$ cat src/rtl/count_capture_pkg.sv
// Shared defaults and width helpers for the count capture unit.
package count_capture_pkg;

    localparam int CNT_W_DEFAULT = 4;
    localparam int DEPTH_DEFAULT = 4;

    // Pointer width for a power-of-two depth; level needs one extra bit to hold DEPTH itself.
    function automatic int ptr_width(input int depth);
        return $clog2(depth);
    endfunction

    function automatic int lvl_width(input int depth);
        return $clog2(depth) + 1;
    endfunction

    localparam int PTR_W_DEFAULT = ptr_width(DEPTH_DEFAULT);
    localparam int LVL_W_DEFAULT = lvl_width(DEPTH_DEFAULT);

endpackage

$ cat src/rtl/sync_fifo.sv
// Show-ahead synchronous FIFO with an explicit occupancy counter.
// A push while full is accepted only when a pop happens on the same edge.
module sync_fifo
    import count_capture_pkg::*;
#(
    parameter int WIDTH = CNT_W_DEFAULT,
    parameter int DEPTH = DEPTH_DEFAULT,
    localparam int PTR_W = ptr_width(DEPTH),
    localparam int LVL_W = lvl_width(DEPTH)
) (
    input  logic             clk,
    input  logic             rst,
    input  logic             push,
    input  logic [WIDTH-1:0] push_data,
    input  logic             pop,
    output logic [WIDTH-1:0] pop_data,
    output logic             full,
    output logic             empty,
    output logic [LVL_W-1:0] level
);

    logic [WIDTH-1:0] mem [DEPTH];
    logic [PTR_W-1:0] wr_ptr;
    logic [PTR_W-1:0] rd_ptr;
    logic             wr_ok;
    logic             rd_ok;

    // Pop needs data present; push needs room, which a same-edge pop provides.
    always_comb begin
        rd_ok = pop & ~empty;
        wr_ok = push & (~full | rd_ok);
    end

    // Storage is deliberately left without reset; out_data is ignored while empty.
    always_ff @(posedge clk) begin
        if (wr_ok) begin
            mem[wr_ptr] <= push_data;
        end
    end

    // Pointers wrap naturally at power-of-two depth; level tracks occupancy.
    always_ff @(posedge clk or negedge rst) begin
        if (!rst) begin
            wr_ptr <= '0;
            rd_ptr <= '0;
            level  <= '0;
        end else begin
            if (wr_ok) wr_ptr <= wr_ptr + PTR_W'(1);
            if (rd_ok) rd_ptr <= rd_ptr + PTR_W'(1);
            case ({wr_ok, rd_ok})
                2'b10:   level <= level + LVL_W'(1);
                2'b01:   level <= level - LVL_W'(1);
                default: level <= level;
            endcase
        end
    end

    assign full     = (level == LVL_W'(DEPTH));
    assign empty    = (level == '0);
    assign pop_data = mem[rd_ptr];

endmodule

$ cat src/rtl/count_capture_unit.sv
// Captures the upstream count on each rising edge of an asynchronous event into
// a small FIFO, flags dropped captures, and pulses when the count wraps.
module count_capture_unit
    import count_capture_pkg::*;
#(
    parameter int CNT_W = CNT_W_DEFAULT,
    parameter int DEPTH = DEPTH_DEFAULT
) (
    input  logic                     clk,
    input  logic                     rst,
    input  logic [CNT_W-1:0]         cnt_in,
    input  logic                     evt_in,
    output logic [CNT_W-1:0]         out_data,
    output logic                     out_valid,
    input  logic                     out_ready,
    output logic [$clog2(DEPTH):0]   level,
    output logic                     full,
    output logic                     overflow,
    input  logic                     clr_ovf,
    output logic                     wrap_pulse
);

    logic             evt_s1;
    logic             evt_s2;
    logic             evt_s3;
    logic             cap_req_q;
    logic [CNT_W-1:0] cnt_q;
    logic             fifo_empty;
    logic             push;
    logic             pop;
    logic             drop;

    // Two-flop synchronizer, edge-detect flop, and a registered request so the
    // write lands three edges after the event is first sampled.
    always_ff @(posedge clk or negedge rst) begin
        if (!rst) begin
            evt_s1    <= 1'b0;
            evt_s2    <= 1'b0;
            evt_s3    <= 1'b0;
            cap_req_q <= 1'b0;
        end else begin
            evt_s1    <= evt_in;
            evt_s2    <= evt_s1;
            evt_s3    <= evt_s2;
            cap_req_q <= evt_s2 & ~evt_s3;
        end
    end

    // Push/pop qualification and drop detection.
    always_comb begin
        push = cap_req_q;
        pop  = out_valid & out_ready;
        drop = push & full & ~pop;
    end

    // Sticky overflow; a drop on the same edge as a clear keeps the flag set.
    always_ff @(posedge clk or negedge rst) begin
        if (!rst) begin
            overflow <= 1'b0;
        end else if (drop) begin
            overflow <= 1'b1;
        end else if (clr_ovf) begin
            overflow <= 1'b0;
        end
    end

    // Wrap detect on the registered count, independent of capture activity.
    always_ff @(posedge clk or negedge rst) begin
        if (!rst) begin
            cnt_q      <= '0;
            wrap_pulse <= 1'b0;
        end else begin
            cnt_q      <= cnt_in;
            wrap_pulse <= (cnt_q == '1) && (cnt_in == '0);
        end
    end

    sync_fifo #(
        .WIDTH (CNT_W),
        .DEPTH (DEPTH)
    ) u_fifo (
        .clk       (clk),
        .rst       (rst),
        .push      (push),
        .push_data (cnt_in),
        .pop       (pop),
        .pop_data  (out_data),
        .full      (full),
        .empty     (fifo_empty),
        .level     (level)
    );

    assign out_valid = ~fifo_empty;

endmodule

$ cat config.mk
export PLATFORM = sky130hd
export DESIGN_NAME = count_capture_unit
export DESIGN_NICKNAME = d
export VERILOG_FILES = /design/src/rtl/count_capture_pkg.sv /design/src/rtl/sync_fifo.sv /design/src/rtl/count_capture_unit.sv
export SDC_FILE = /design/constraint.sdc
export NUM_CORES = 1
export LEC_CHECK = 0
export ABC_CLOCK_PERIOD_IN_PS = 2800
export BUFFER_PORTS_ARGS = -buffer_cell sky130_fd_sc_hd__buf_4
export CAP_MARGIN = 15
export CORE_UTILIZATION = 45
export DETAILED_ROUTE_END_ITERATION = 7
export GPL_ROUTABILITY_DRIVEN = 0
export PLACE_DENSITY = 0.65
export REMOVE_ABC_BUFFERS = 1
export SETUP_SLACK_MARGIN = 0.3
export SKIP_CTS_REPAIR_TIMING = 1
export SLEW_MARGIN = 20
export SYNTH_ARGS = -nofsm -noshare
export SYNTH_HDL_FRONTEND = slang
export SYNTH_SLANG_ARGS = --single-unit
$ cat constraint.sdc
create_clock -name clk -period 2.8 [get_ports clk]
set_clock_uncertainty 0.05 [all_clocks]
set_input_delay 0.84 -clock clk [delete_from_list [all_inputs] [get_ports clk]]
set_output_delay 0.84 -clock clk [all_outputs]
set_load 0.02 [all_outputs]
Word level (Yosys, flattened, before mapping)

Memories as Yosys holds them, arrays and structs flattened.
Index checks and enable logic that the tools add are counted.

Muxes and demuxes: 5
Equality and inequality tests: 4
Bitwise gates (word level): 11
Reduce and logical (&&, ||, !) cells: 5
Add/subtract/negate cells: 4

Operators by type and width:

| cell                  | number |
|---|---|
| $and A1 B1 Y1         | 6 |
| $pmux W3 S2           | 1 |
| $add A2 B1 Y2 const B | 2 |
| $eq A4 B4 Y1 const B  | 1 |
| $logic_not A4 Y1      | 1 |
| $mux W1               | 4 |
| $not A1 Y1            | 4 |
| $reduce_bool A2 Y1    | 2 |
| $add A3 B1 Y3 const B | 1 |
| $eq A3 B3 Y1 const B  | 1 |
| $logic_not A3 Y1      | 1 |
| $sub A3 B1 Y3 const B | 1 |
| $eq A2 B1 Y1 const B  | 1 |
| $eq A2 B2 Y1 const B  | 1 |
| $logic_and A1 B1 Y1   | 1 |
| $or A1 B1 Y1          | 1 |

Bits in writable memories: 16
Register bits after elaboration: 17
Input bits: 9
Memories: 1

Memory list:

| memory     | depth | width | read ports | clocked after Yosys merged registers in | write ports | line            | RTL |
|---|---|---|---|---|---|---|---|
| u_fifo.mem | 4     | 4     | 1          | 0                                       | 1           | sync_fifo.sv:22 | `logic [WIDTH-1:0] mem [DEPTH];` |

Depth between registers and ports, before layout

Gate-level depths: netlist of the first run.

Depth in word-level cells: 8
Depth in mapped cells: 7

Cells and area by module

Synthesis of the first run repeated with hierarchy kept, for this count alone.

Cells, all modules: 78
Area, all modules: 1320.0 um^2

By module, submodules not included:

| module             | instances | seq. area each (um^2) | area each (um^2) | cells an instance |
|---|---|---|---|---|
| sync_fifo          | 1         | 655.6                 | 1012.2           | 59 |
| count_capture_unit | 1         | 250.2                 | 307.8            | 19 |

Worst setup path before layout of the first run

OpenSTA, ideal clock, no wires.

Kind: input to register
From: input port out_ready
To: register u_fifo.level[1]
Arrival: 2.394 ns
Setup time: 0.087 ns
Slack: 0.269 ns
Data required time: 2.663 ns
Stages: 7
Path through: buf_2 -> o31a_1 -> or2b_1 -> fa_1 -> o21ba_2 -> o211ai_1 -> a22oi_1

Longest elaborated chain between the ends: 6

Ends and longest elaborated chain:

| element                                                  | line                     | RTL |
|---|---|---|
| start: declaration                                       | count_capture_unit.sv:15 | `input logic out_ready,` |
| $and A1 B1 Y1 *                                          | count_capture_unit.sv:52 | `pop = out_valid & out_ready;` |
| $and A1 B1 Y1 *                                          | sync_fifo.sv:30          | `rd_ok = pop & ~empty;` |
| $or A1 B1 Y1                                             | sync_fifo.sv:31          | `wr_ok = push & (~full \| rd_ok);` |
| $and A1 B1 Y1                                            | sync_fifo.sv:31          |  |
| $eq A2 B1 Y1 / $eq A2 B2 Y1 (equally long branches)      | sync_fifo.sv:50          | `case ({wr_ok, rd_ok})` |
| $pmux W3 S2 / $reduce_bool A2 Y1 (equally long branches) | --                       |  |
| end signal: assignment                                   | sync_fifo.sv:51          | `2'b10: level <= level + LVL_W'(1);` |
| end signal: assignment                                   | sync_fifo.sv:52          | `2'b01: level <= level - LVL_W'(1);` |
| end signal: assignment                                   | sync_fifo.sv:53          | `default: level <= level;` |
| end: declaration                                         | sync_fifo.sv:19          | `output logic [LVL_W-1:0] level` |

Every way passes the cells marked *; elsewhere a longest branch is shown, timed or not.
A chain may end at the register's enable or synchronous reset.

Worst setup path after layout of the first run

From: register u_fifo.rd_ptr[0]
To: output port out_data[2]

Longest elaborated chain between the ends: 1

Ends and longest elaborated chain:

| element                  | line                     | RTL |
|---|---|---|
| start: declaration       | sync_fifo.sv:24          | `logic [PTR_W-1:0] rd_ptr;` |
| start signal: assignment | sync_fifo.sv:49          | `if (rd_ok) rd_ptr <= rd_ptr + PTR_W'(1);` |
| $mem_v2 Z4 W4            | --                       |  |
| end: declaration         | count_capture_unit.sv:13 | `output logic [CNT_W-1:0] out_data,` |

Every way passes these cells.

==> results of run 1 <==
## final cells by class
type | instances | area (sq um)
well taps | 31 | 38.8
repair buffers | 19 | 143
flip-flops and latches | 33 | 907
inverters | 7 | 26.3
fillers | 252 | 1230
clock buffers | 8 | 58.8
multi-input cells | 43 | 445
## power by group through the flow
| stage | Combinational [mW] | Sequential [mW] | Clock, mW |
|---|---|---|---|
| CTS | 0.556 | 0.713 | 0.276 |
| global route | 0.603 | 0.730 | 0.300 |
| finish | 0.549 | 0.711 | 0.262 |
| detailed placement | 0.555 | 0.724 | 0 |
| floorplan | 0.357 | 0.723 | 0 |
| global placement | 0.546 | 0.720 | 0 |
## synthesized netlist by cell type, types with 2 or more instances
library cell	number
edfxtp_1	16
dfrtp_1	17
xor2_1	4
buf_2	3
mux2_2	2
xnor2_1	2
ha_1	4
inv_1	7
and2_1	4
mux4_2	4
## per-layer routing
| metal | up-vias | global-route usage | share of wire |
|---|---|---|---|
| met5 | - | 0 | 0 |
| met4 | 0 | 0.0612 | 0 |
| met3 | 0 | 0.0491 | 0.042 |
| met2 | 14 | 0.199 | 0.47 |
| met1 | 353 | 0.202 | 0.49 |
| li1 | 355 | - | - |
## sequential cells by signal (all words and copies together), names as in the netlist, 2 cells and up
name and count:
u_fifo.level 3, u_fifo.rd_ptr 2, u_fifo.mem 16, u_fifo.wr_ptr 2
cnt_q 4
## cells by family (layout without fill, tap and decap cells)
| kind of cell | Yosys count | count (layout) | synth area share |
|---|---|---|---|
| buf+inv | 11 | 34 | 0.0374 |
| flops | 33 | 33 | 0.645 |
| simple gates | 17 | 17 | 0.0882 |
| compound gates | 7 | 7 | 0.0464 |
| xor+xnor | 6 | 6 | 0.0374 |
| mux | 8 | 8 | 0.0954 |
| fa+ha+maj | 5 | 5 | 0.0499 |
## worst paths after layout
check,from,to,slack (ns),depth (start not counted)
setup / recovery,u_fifo.rd_ptr[0],out_data[2],0.43,2
hold reg to reg,evt_s1,evt_s2,0.32,0
max in group asynchronous,rst,u_fifo.rd_ptr[0],2.18,1
hold / removal,evt_s1,evt_s2,0.32,0
setup reg to reg,u_fifo.level[2],u_fifo.level[1],0.67,6
min in group asynchronous,rst,cnt_q[3],0.33,1
## placed cells by master (no fill, tap or decap), drive strengths merged, types with 2 or more instances in the layout
master / netlist / final
buf: 4 / 19
dfrtp: 17 / 17
edfxtp: 16 / 16
clkbuf: 0 / 8
inv: 7 / 7
mux4: 4 / 4
and2: 4 / 4
xor2: 4 / 4
ha: 4 / 4
mux2: 3 / 3
xnor2: 2 / 2
nor2b: 2 / 2
## critical path, delay by kind of cell, from the launching register on
kind,cells,cell delay (ns)
mux,1,0.52
flops,1,0.48
buf+inv,1,0.17
==> impl_metrics.ini, run 1 <==
[status]
outcome = finished with violations
violations = DRC

[die]
pin_count = 20
dieArea_sq_mm = 0.00335
core_sq_mm = 0.00285
rows = 19
start_util = 0.492
fp.dieH_microns = 57.9
die_x_microns = 57.9

[worst_setup_path]
end_kind = output pin
slowest_delay_ns = 0.52
path_cells = mux4_2, buf_4
worst-path-max-fanout = 6
critPathKind = reg2out
worstPathRequired_ns = 1.91
crit_arrival_ns = 1.48
slowest_stage = mux4_2
worstSetupStartpointType = register

[timing]
maxSlewViolCount = 0
holdWs_ns = 0.320
hold_violations = 0
worstMarginPinSlew_ns = 0.329
slew_headroom = 0.779
setup_ws_ns = 0.433
setup_viol = 0
setup_tns_ns = 0
period_needed_ns = 2.37
fmax_mhz = 422
rsz0062_at_grt = no
min_period_over_period = 0.845

[global_route]
grt_usage = 0.142
grt_pass1_vias = 679
grt_pass1_wl_microns = 3400
grt_max_degree = 18
grt_overflow = 0
grt_antenna_before_repair = 0

[place]
pre_cts_ws_ns = 0.209
port_buffers = 19
placed_area_sq_mm = 0.00156
detailed_place_hpwl_microns = 1480
dp_cells = 133

[synthesis]
synth_largest_area_cell = edfxtp_1
syn_inst = 87
synthTopCellsByArea = edfxtp_1 (34%), dfrtp_1 (30%), mux4_2 (6.4%)
synth_edf_count = 16
synth.distinct_cells = 34
synth_seq_cells = 33
async_reset_ff_frac = 0.515
yosys_warnings = 0
syn_area_sq_mm = 0.00140
synth-main-ff-cell = dfrtp_1
synth_top_area_share = 0.342
syn_area_per_cell_sq_um = 16.1
yosysSeqAreaShare = 0.645

[cells_and_area]
final_cells = 141
final_layout_size_suffix_gt1_frac = 0.336
area_growth_pct = 15.3
nets = 123
antenna_cells = 0
final_area_sq_mm = 0.00162
utilization = 0.568

[clock_network]
cts_tree = done
clkTransAtPathRegs_ns = 0.09
cts_buffers = 5
root_buffer = clkbuf_4
cts_sinks = 33
cts_buffer_depth = 2
htreeDepth = 2
clk_latency_ns = 0.31

[routing]
vias = 722
routed_wirelength_microns = 2050
vias_per_cell = 5.12
drc_errors = 4
antenna_left = 0
dr.pass1.iters = 6
wl_per_cell_microns = 14.5
first_iter_violations = 14

[power_and_ir_drop]
p_total_mw = 1.52
clockPowerShare = 0.172
irDropWorstVdd_mv = 0.447
p_sw_frac = 0.335
p_sw_uw = 510
p_int_mw = 1.01
combPwrFrac = 0.361
p_leak_nw = 0.669
powerDensity_mw_per_mm2 = 940
sequentialPowerShare = 0.467

[min_path]
min_path_type = reg2reg

[flow_run]
maxCapViolCount = 0
Power figures use the tool's default switching activity.
==> inputs of run 2 (changes only) <==
--- a/config.mk
+++ b/config.mk
@@ -5,13 +5,13 @@
 export SDC_FILE = /design/constraint.sdc
 export NUM_CORES = 1
 export LEC_CHECK = 0
-export ABC_CLOCK_PERIOD_IN_PS = 2800
+export ABC_CLOCK_PERIOD_IN_PS = 1900
 export BUFFER_PORTS_ARGS = -buffer_cell sky130_fd_sc_hd__buf_4
 export CAP_MARGIN = 15
 export CORE_UTILIZATION = 45
 export DETAILED_ROUTE_END_ITERATION = 7
 export GPL_ROUTABILITY_DRIVEN = 0
-export PLACE_DENSITY = 0.65
+export PLACE_DENSITY = 0.68
 export REMOVE_ABC_BUFFERS = 1
 export SETUP_SLACK_MARGIN = 0.3
 export SKIP_CTS_REPAIR_TIMING = 1
==> constraint.sdc (replaced) <==
create_clock -name clk -period 1.9 [get_ports clk]
set_clock_uncertainty 0.05 [all_clocks]
set_input_delay 0.57 -clock clk [delete_from_list [all_inputs] [get_ports clk]]
set_output_delay 0.57 -clock clk [all_outputs]
set_load 0.02 [all_outputs]
==> impl_metrics.ini, run 2 (synthesized netlist as in run 1, its figures left out) <==
[status]
outcome = finished with violations
violations = DRC, setup timing

[clock_network]
htreeDepth = 2
cts_tree = done
clkTransAtPathRegs_ns = 0.09
clk_latency_ns = 0.33
cts_buffers = 5
cts_buffer_depth = 2
cts_sinks = 33
root_buffer = clkbuf_4

[routing]
wl_per_cell_microns = 16.8
dr.pass1.iters = 6
antenna_left = 0
routed_wirelength_microns = 2720
first_iter_violations = 23
vias = 852
drc_errors = 3
vias_per_cell = 5.26

[cells_and_area]
seqCellArea_sq_um = 907
utilization = 0.667
final_cell_mix = buf_4 (25), dfrtp_1 (16), edfxtp_1 (16), buf_6 (14)
antenna_cells = 0
final_area_sq_mm = 0.00190
multi_input_area_sq_um = 514
final_layout_size_suffix_gt1_frac = 0.527
top_regs = u_fifo.mem x16, cnt_q x4, u_fifo.level x3
largest_reg_flops = 16
nFillCells = 192
nets = 144
regMostFlops = u_fifo.mem
area_growth_pct = 35.5
final_common_cell = buf_4

[place]
port_buffers = 19
detailed_place_hpwl_microns = 1690
pre_cts_ws_ns = -0.261
placed_area_sq_mm = 0.00161

[min_path]
min_path_type = in2async

[die]
die_x_microns = 57.9
core_sq_mm = 0.00285
fp.dieH_microns = 57.9
pin_count = 20
dieArea_sq_mm = 0.00335
rows = 19
start_util = 0.492

[worst_setup_path]
r2r-end = u_fifo.level[1]
end_kind = output pin
path_cells = mux4_2, buf_6
worst-path-max-fanout = 5
slowest_stage = mux4_2
slowest_delay_ns = 0.53
worstPathRequired_ns = 1.28
r2r_setup_slack_ns = -0.14
rr_startpoint = u_fifo.level[1]
crit_start = u_fifo.rd_ptr[0]
worstSetupStartpointType = register
crit_arrival_ns = 1.48
cp-endpoint = out_data[2]
critPathKind = reg2out
r2r_cells = 6

[timing]
period_needed_ns = 2.10
rsz0062_at_grt = yes
worstMarginPinSlew_ns = 0.287
setup_ws_ns = -0.201
min_period_over_period = 1.11
setup_viol = 8
hold_violations = 0
fmax_mhz = 476
maxSlewViolCount = 0
slew_headroom = 0.808

[power_and_ir_drop]
p_leak_nw = 0.818
p_total_mw = 2.84
powerDensity_mw_per_mm2 = 1500
irDropWorstVdd_mv = 0.750

[global_route]
grt_pass1_vias = 835
grt_pass1_wl_microns = 3820
grt_overflow = 0
grt_usage = 0.166
grt_max_degree = 18
grt_antenna_before_repair = 0

[flow_run]
maxCapViolCount = 0
-- run 2: cell count changes in the layout (fill, tap and decap cells not counted), sizes merged --
cell	previous run	this run
clkbuf	8	5
clkinv	0	3
buf	19	40
-- run 2: metal layers --
metal | global-route usage | wire [microns] | vias up
met4 | 0.0714 | 60 | 0
met3 | 0.0781 | 143 | 8
met5 | 0 | 0 | -
met2 | 0.259 | 1430 | 26
met1 | 0.198 | 1080 | 419
li1 | - | - | 399
-- run 2: metrics by stage --
stage                     TNS (ns)  hold WS (ns)  std cells
after floorplan             -0.367         0.224         83
after global placement      -0.320         0.289        140
after CTS                    -1.60        0.0216        148
after detailed placement    -0.500         0.286        140
final                        -1.12        0.0307        162
after global routing         -1.62        0.0191        162
-- run 2: cell type report --
type,count,area share
multi-input combinational,43,0.270
timing repair buffer,40,0.189
inverter,7,0.0164
sequential,33,0.477
tap,31,0.0204
clock buffer,5,0.0197
clock inverter,3,0.00658
-- run 2: worst max-delay path, delay by kind of cell (launching register included) --
kind | cells | cell delay [ns]
buffers and inverters | 1 | 0.15
muxes | 1 | 0.53
DFF | 1 | 0.47
-- run 2: report_power, final --
part	internal, mW	switching (mW)
Combinational	0.868	0.628
Sequential	0.881	0.112
Clock	0.133	0.222
-- run 2: worst min path at each step --
stage	from	end	slack (ns)	cells past startpoint
2_1_floorplan	rst	cap_req_q	0.22	0
3_3_place_gp	evt_s1	evt_s2	0.29	0
5_1_grt	rst	cnt_q[1]	0.02	1
6_report	rst	wrap_pulse	0.03	1
4_1_cts	rst	cnt_q[1]	0.02	1
3_5_place_dp	evt_s1	evt_s2	0.29	0
==> inputs of run 3 (changes only) <==
--- a/config.mk
+++ b/config.mk
@@ -8,10 +8,13 @@
 export ABC_CLOCK_PERIOD_IN_PS = 1900
 export BUFFER_PORTS_ARGS = -buffer_cell sky130_fd_sc_hd__buf_4
 export CAP_MARGIN = 15
-export CORE_UTILIZATION = 45
+export CELL_PAD_IN_SITES_DETAIL_PLACEMENT = 0
+export CELL_PAD_IN_SITES_GLOBAL_PLACEMENT = 1
+export CORE_UTILIZATION = 41
 export DETAILED_ROUTE_END_ITERATION = 7
 export GPL_ROUTABILITY_DRIVEN = 0
-export PLACE_DENSITY = 0.68
+export GPL_TIMING_DRIVEN = 0
+export PLACE_DENSITY_LB_ADDON = 0.1
 export REMOVE_ABC_BUFFERS = 1
 export SETUP_SLACK_MARGIN = 0.3
 export SKIP_CTS_REPAIR_TIMING = 1
==> impl_metrics.ini, run 3 (synthesized netlist as in run 1, its figures left out) <==
[status]
outcome = finished with violations
violations = setup timing

[routing]
drc_errors = 0
routed_wirelength_microns = 2640
first_iter_violations = 19
vias = 817
vias_per_cell = 4.70
antenna_left = 0
wl_per_cell_microns = 15.2
dr.pass1.iters = 3

[place]
detailed_place_hpwl_microns = 1540
dp_cells = 146
port_buffers = 19
placed_area_sq_mm = 0.00158

[worst_setup_path]
rr_startpoint = u_fifo.level[0]
r2r_cells = 6
r2r-end = u_fifo.level[1]
worst-path-max-fanout = 5
worstSetupStartpointType = register
crit_arrival_ns = 1.47
critPathKind = reg2out
r2r_setup_slack_ns = -0.16
worstPathRequired_ns = 1.28
end_kind = output pin

[cells_and_area]
final_layout_size_suffix_gt1_frac = 0.546
regMostFlops = u_fifo.mem
multi_input_area_sq_um = 503
nFillCells = 271
final_common_cell = buf_4
seqCellArea_sq_um = 911
top_regs = u_fifo.mem x16, cnt_q x4, u_fifo.level x3
nets = 143
utilization = 0.604
final_area_sq_mm = 0.00190
final_cell_mix = buf_4 (22), buf_6 (17), edfxtp_1 (16), dfrtp_1 (13)
final_cells = 174
area_growth_pct = 35.7
largest_reg_flops = 16
antenna_cells = 0

[flow_run]
maxCapViolCount = 0

[die]
fp.dieH_microns = 60.5
dieArea_sq_mm = 0.00366
core_sq_mm = 0.00315
pin_count = 20
rows = 20
die_x_microns = 60.5
start_util = 0.445

[power_and_ir_drop]
p_total_mw = 2.84
powerDensity_mw_per_mm2 = 1490
irDropWorstVdd_mv = 0.644
p_leak_nw = 0.809

[min_path]
min_path_type = in2async

[global_route]
grt_pass1_wl_microns = 3550
grt_pass1_vias = 719
grt_usage = 0.146
grt_antenna_before_repair = 0
grt_max_degree = 18
grt_overflow = 0

[timing]
rsz0062_at_grt = yes
period_needed_ns = 2.09
setup_tns_ns = -1.07
setup_viol = 8
min_period_over_period = 1.10
fmax_mhz = 477
hold_violations = 0
slew_headroom = 0.696
setup_ws_ns = -0.195
maxSlewViolCount = 0
worstMarginPinSlew_ns = 0.456

[clock_network]
clk_latency_ns = 0.33
clkTransAtPathRegs_ns = 0.09
cts_buffer_depth = 2
root_buffer = clkbuf_4
cts_buffers = 5
htreeDepth = 2
cts_tree = done
cts_sinks = 33
==> run 3: cell types whose count changed in the layout (fill, tap and decap cells not counted) <==
cell     previous run  this run
dfrtp_2             1         4
buf_6              14        17
dfrtp_1            16        13
o32ai_4             1         0
inv_2               0         1
buf_4              25        22
buf_8               1         0
inv_4               2         1
o32ai_2             0         1
==> run 3: final cells by class <==
cell class,count,share of cell area
inverter,7,0.0151
clock buffer,5,0.0197
tap,44,0.0289
multi-input combinational,43,0.264
timing repair buffer,39,0.187
clock inverter,3,0.00657
sequential,33,0.478
==> run 3: stage by stage <==
step | setup slack (ns) | hold slack, ns
floorplan | -0.201 | 0.224
global placement | -0.417 | 0.289
detailed placement | -0.423 | 0.287
CTS | -0.371 | 0.0299
global route | -0.275 | 0.0104
finish | -0.195 | 0.0316
==> run 3: per-layer routing <==
layer | wire, microns | GRT usage | vias up
li1 | - | - | 396
met3 | 115 | 0.0640 | 7
met1 | 1150 | 0.204 | 398
met5 | 0 | 0 | -
met4 | 42 | 0.0682 | 0
met2 | 1330 | 0.196 | 16
==> run 3: critical path: stages, from the launching register on <==
cell,delay [ns]
dfrtp_2,0.47
mux4_2,0.53
buf_6,0.15
==> run 3: how the worst max path moves through the flow <==
stage,cells past startpoint,slack [ns],to,startpoint
CTS,2,-0.37,out_data[3],u_fifo.rd_ptr[0]
global placement,7,-0.42,u_fifo.level[1],out_ready
finish,2,-0.19,out_data[2],u_fifo.rd_ptr[0]
global route,6,-0.28,u_fifo.level[1],u_fifo.level[2]
detailed placement,7,-0.42,u_fifo.level[1],out_ready
floorplan,6,-0.20,u_fifo.level[1],u_fifo.level[0]
==> run 3: where the power goes <==
part           internal, mW  switching [mW]  leakage (nW)  total [mW]
Sequential            0.887           0.162         0.346        1.05
Clock                 0.133           0.217        0.0300       0.351
Combinational         0.873           0.571         0.433        1.44
Total                  1.89           0.950         0.809        2.84
